<file path="src/rtl/clk_enable_gen.sv">
// NCO-based fractional clock-enable generator with a software relock sequence.
// Optional macro CLKEN_GEN_ALIGN_EN adds an align input that zeroes all phase accumulators.
module clk_enable_gen #(
    parameter int                           CHANNELS    = 3,
    parameter int                           ACC_W       = 24,
    parameter int                           LOCK_CYCLES = 1024,
    parameter logic [CHANNELS*ACC_W-1:0]    INC_INIT    = '0
) (
    input  logic                clk,
    input  logic                reset,
    input  logic                inc_wr,
    input  logic [2:0]          inc_sel,
    input  logic [ACC_W-1:0]    inc_data,
`ifdef CLKEN_GEN_ALIGN_EN
    input  logic                align,
`endif
    output logic [CHANNELS-1:0] ce,
    output logic                lock,
    output logic                rst_out
);

    localparam int CNT_W = $clog2(LOCK_CYCLES);
    localparam logic [CNT_W-1:0] CNT_LAST = CNT_W'(LOCK_CYCLES - 1);

    logic [ACC_W-1:0] acc [CHANNELS];
    logic [ACC_W-1:0] inc [CHANNELS];
    logic [ACC_W:0]   sum [CHANNELS];
    logic [CNT_W-1:0] lock_cnt;
    logic             inc_hit;
    logic             align_clr;
    logic             phase_clr;

    // inc_wr is a single-cycle strobe with no ready: a write with an in-range
    // inc_sel is always accepted on that edge and restarts the lock sequence.
    assign inc_hit = inc_wr && (int'(inc_sel) < CHANNELS);

`ifdef CLKEN_GEN_ALIGN_EN
    assign align_clr = align;
`else
    assign align_clr = 1'b0;
`endif

    assign phase_clr = inc_hit || !lock || align_clr;

    always_comb begin
        for (int i = 0; i < CHANNELS; i++) begin
            sum[i] = {1'b0, acc[i]} + {1'b0, inc[i]};
        end
    end

    // lock is the whole relock state: low while counting, high once settled.
    always_ff @(posedge clk or posedge reset) begin
        if (reset) begin
            lock     <= 1'b0;
            lock_cnt <= '0;
        end else if (inc_hit) begin
            lock     <= 1'b0;
            lock_cnt <= '0;
        end else if (!lock) begin
            if (lock_cnt == CNT_LAST) begin
                lock <= 1'b1;
            end else begin
                lock_cnt <= lock_cnt + CNT_W'(1);
            end
        end
    end

    always_ff @(posedge clk or posedge reset) begin
        if (reset) begin
            rst_out <= 1'b1;
        end else begin
            rst_out <= ~lock;
        end
    end

    // Carry out of the accumulator is the strobe, registered one cycle late.
    always_ff @(posedge clk or posedge reset) begin
        if (reset) begin
            ce <= '0;
            for (int i = 0; i < CHANNELS; i++) begin
                acc[i] <= '0;
                inc[i] <= INC_INIT[i*ACC_W +: ACC_W];
            end
        end else begin
            for (int i = 0; i < CHANNELS; i++) begin
                if (inc_hit && (inc_sel == 3'(i))) begin
                    inc[i] <= inc_data;
                end
                if (phase_clr) begin
                    acc[i] <= '0;
                    ce[i]  <= 1'b0;
                end else begin
                    acc[i] <= sum[i][ACC_W-1:0];
                    ce[i]  <= sum[i][ACC_W];
                end
            end
        end
    end

endmodule

</file>
<file path="config.mk">
export PLATFORM = sky130hd
export DESIGN_NAME = clk_enable_gen
export DESIGN_NICKNAME = d
export VERILOG_FILES = /design/src/rtl/clk_enable_gen.sv
export SDC_FILE = /design/constraint.sdc
export NUM_CORES = 1
export LEC_CHECK = 0
export CAP_MARGIN = 20
export CORE_MARGIN = 5
export CORE_UTILIZATION = 30
export CTS_CLUSTER_DIAMETER = 60
export DETAILED_ROUTE_END_ITERATION = 10
export PLACE_DENSITY = 0.57
export REMOVE_ABC_BUFFERS = 1
export SYNTH_ARGS = -nofsm -noshare
export SYNTH_HDL_FRONTEND = slang
export SYNTH_SLANG_ARGS = --single-unit
</file>
<file path="constraint.sdc">
create_clock -name clk -period 4.9 [get_ports clk]
set_input_delay 0.49 -clock clk [delete_from_list [all_inputs] [get_ports clk]]
set_output_delay 0.49 -clock clk [all_outputs]
set_load 0.005 [all_outputs]
</file>
==> impl_metrics.tcl <==
set metrics [dict create \
    cts_tree "built" \
    pre_cts_ws_ns 1.90 \
    wire_per_inst_um 15.2 \
    timing_worst_setup_path_type "register to register" \
    highest_layer "met4" \
    hold_depth 1 \
    place_congestion 0.869 \
    start_util 0.306 \
    cts_buffer_depth 2 \
    synth_most_common_cell "dfrtp_1" \
    rsz0062_at_grt "no" \
    fin_crit_ns 2.74 \
    wl_met3_um 510 \
    cts_inserted_buffers 17 \
    track_usage 0.123 \
    synthDistinctLibCells 65 \
    cts_hold_buf 0 \
    final_layout_size_suffix_gt1_frac 0.145 \
    fin_ws_ns 2.16 \
    post_cts_buffers 0 \
    dieWidth_um 184 \
    via_per_inst 5.01 \
    htreeDepth 4 \
    die-area_um2 34000 \
    fin_total_pwr_mw 3.60 \
    rows 63 \
    end_kind "register" \
    dpl_cell_area_um2 9920 \
    worstHoldStart "inc[63]" \
    dp_hpwl_um 14800 \
    syn_inst 884 \
    grt_pass1_wl_um 34000 \
    hold_violations 0 \
    final.period_utilization 0.558 \
    port_buffers 34 \
    fin_util 0.353 \
    areaGrowthSynthToFinish_pct 15.4 \
    synthTopCellsByCount "dfrtp_1 (158), nor2_1 (107), ha_1 (73)" \
    ys.flop_type "dfrtp_1" \
    cts_sinks 159 \
    antenna_found_initial 0 \
    yosysWarnings 0 \
    synth_top_area_frac 0.434 \
    ys_seq_area_frac 0.437 \
    path_max_fanout 4 \
    final_nets 1022 \
    clk_pin_slew_ns 0.07 \
    wl_met2_um 9710 \
    hold_end "inc[63]" \
    clockRootBuffer "clkbuf_16" \
    dr.pass1.iters 6 \
    ant_nets 0 \
    instances_no_fill 1319 \
    status "complete, no violations" \
    hold_class "register to register" \
    die_y_um 184 \
    reg2reg_depth 9 \
    reg2reg_to "ce[2]" \
    fillers 3010 \
    worstPathRequired_ns 5.17 \
    overflow 0 \
    fin_setup_tns_ns 0 \
    wl_met1_um 9500 \
    setup_violations 0 \
    peakVddDrop_mv 0.235 \
    tightestPinTransition_ns 0.989 \
    skew_ns 0.0117 \
    maxCapViolations 0 \
    cts_resized 0 \
    hold_slack_ns 0.514 \
    synth_area_leader_cell "dfrtp_1" \
    synth-seq-cells 159 \
    vias 6612 \
    dp_cells 1287 \
    synth.avg_cell_area_um2 10.3 \
    antennaDiodeCount 0 \
    async_flop_share 1.00 \
    synth_area_leaders "dfrtp_1 (43%), ha_1 (10%), mux2_2 (8.9%), nor2_1 (4.4%), a21oi_1 (3.9%)" \
    powerDensity_nw_per_um2 343 \
    timing.fmax_ghz 0.366 \
    power_leakage_nw 4.73 \
    start_kind "register" \
    clock_latency_ns 0.43 \
    design_area_um2 10500 \
    drt-initial-drc-count 455 \
    grt_max_degree 102 \
    core_um2 29800 \
    drcViolationCount 0 \
    finalWirelength_um 20100 \
    grt_pass1_vias 6765 \
    r2r_setup_slack_ns 2.16 \
    cp.arrival_ns 3.01 \
    slew_headroom 0.341 \
    io_pins 35 \
    timing.rr.start "inc[0]" \
    drv_slew 0 \
    synth_area_um2 9110 \
    synth_edf_count 0 \
]
logic make-up (layout without fill, tap and decap cells):
kind of cell	Yosys count	after routing	synth area share
buf+inv	40	85	0.0174
fa+ha+maj	76	76	0.107
xor+xnor	62	62	0.0596
compound gates	208	208	0.149
simple gates	265	265	0.139
mux	74	74	0.0912
flops	159	159	0.437
sequential cells by signal (all words and copies together) (netlist names):
signal    flops
acc          72
ce            3
inc          72
lock          1
lock_cnt     10
rst_out       1
placed cells by master (no fill, tap or decap), types with 4 or more instances in the layout:
cell type and count:
nand2b_1 9, nand2_1 55, a21oi_1 71, o21ai_1 4, nand4_1 11, o21ai_0 37
and4_1 5, and3_1 6, a21o_1 13, clkbuf_16 17, a31oi_1 7, ha_1 73
clkdlybuf4s50_1 34, nor2_1 107, o22ai_1 4, nor3_1 10, a211oi_1 11, dfrtp_1 158
buf_4 5, nand3_1 18, xnor2_1 28, inv_1 11, o211ai_1 9, nor2b_1 11
or3_1 7, a211o_1 7, and2_1 10, o21bai_1 4, inv_6 4, xor2_1 34
mux2_2 72, o21a_1 7
worst max-delay path: stages (launching register included):
cell,delay (ns)
dfrtp_1,0.38
ha_1,0.21
fa_1,0.45
a211o_1,0.32
a211oi_2,0.29
o32ai_2,0.20
nor4_4,0.29
o21ai_2,0.13
a221oi_2,0.26
nor2_1,0.06
layout make-up:
class	count	area [um2]	share of cell area
multi-input combinational	685	4990	0.474
clock inverter	14	158	0.0150
clock buffer	18	439	0.0418
sequential	159	3980	0.378
timing repair buffer	41	413	0.0393
inverter	12	50.0	0.00476
tap	390	488	0.0464
where the power goes:
part           internal (mW)  switching [mW]
Clock                  0.775           0.570
Combinational          0.328           0.377
Sequential              1.46          0.0976
worst max path at each step:
stage | startpoint | endpoint | slack, ns | cells after the start
detailed placement | inc_sel[2] | acc[52] | 1.90 | 7
floorplan | reset | acc[0] | 0.12 | 1
finish | inc[0] | ce[2] | 2.16 | 9
global placement | inc_sel[2] | acc[52] | 1.88 | 7
global route | inc[0] | acc[16] | 1.98 | 9
CTS | inc[0] | acc[18] | 2.12 | 9
metal layers:
metal,vias to the layer above,track usage
met2,81,0.206
met3,24,0.0235
met1,3243,0.162
li1,3264,-
met4,0,0.0414
met5,-,0
Power figures use the tool's default switching activity.
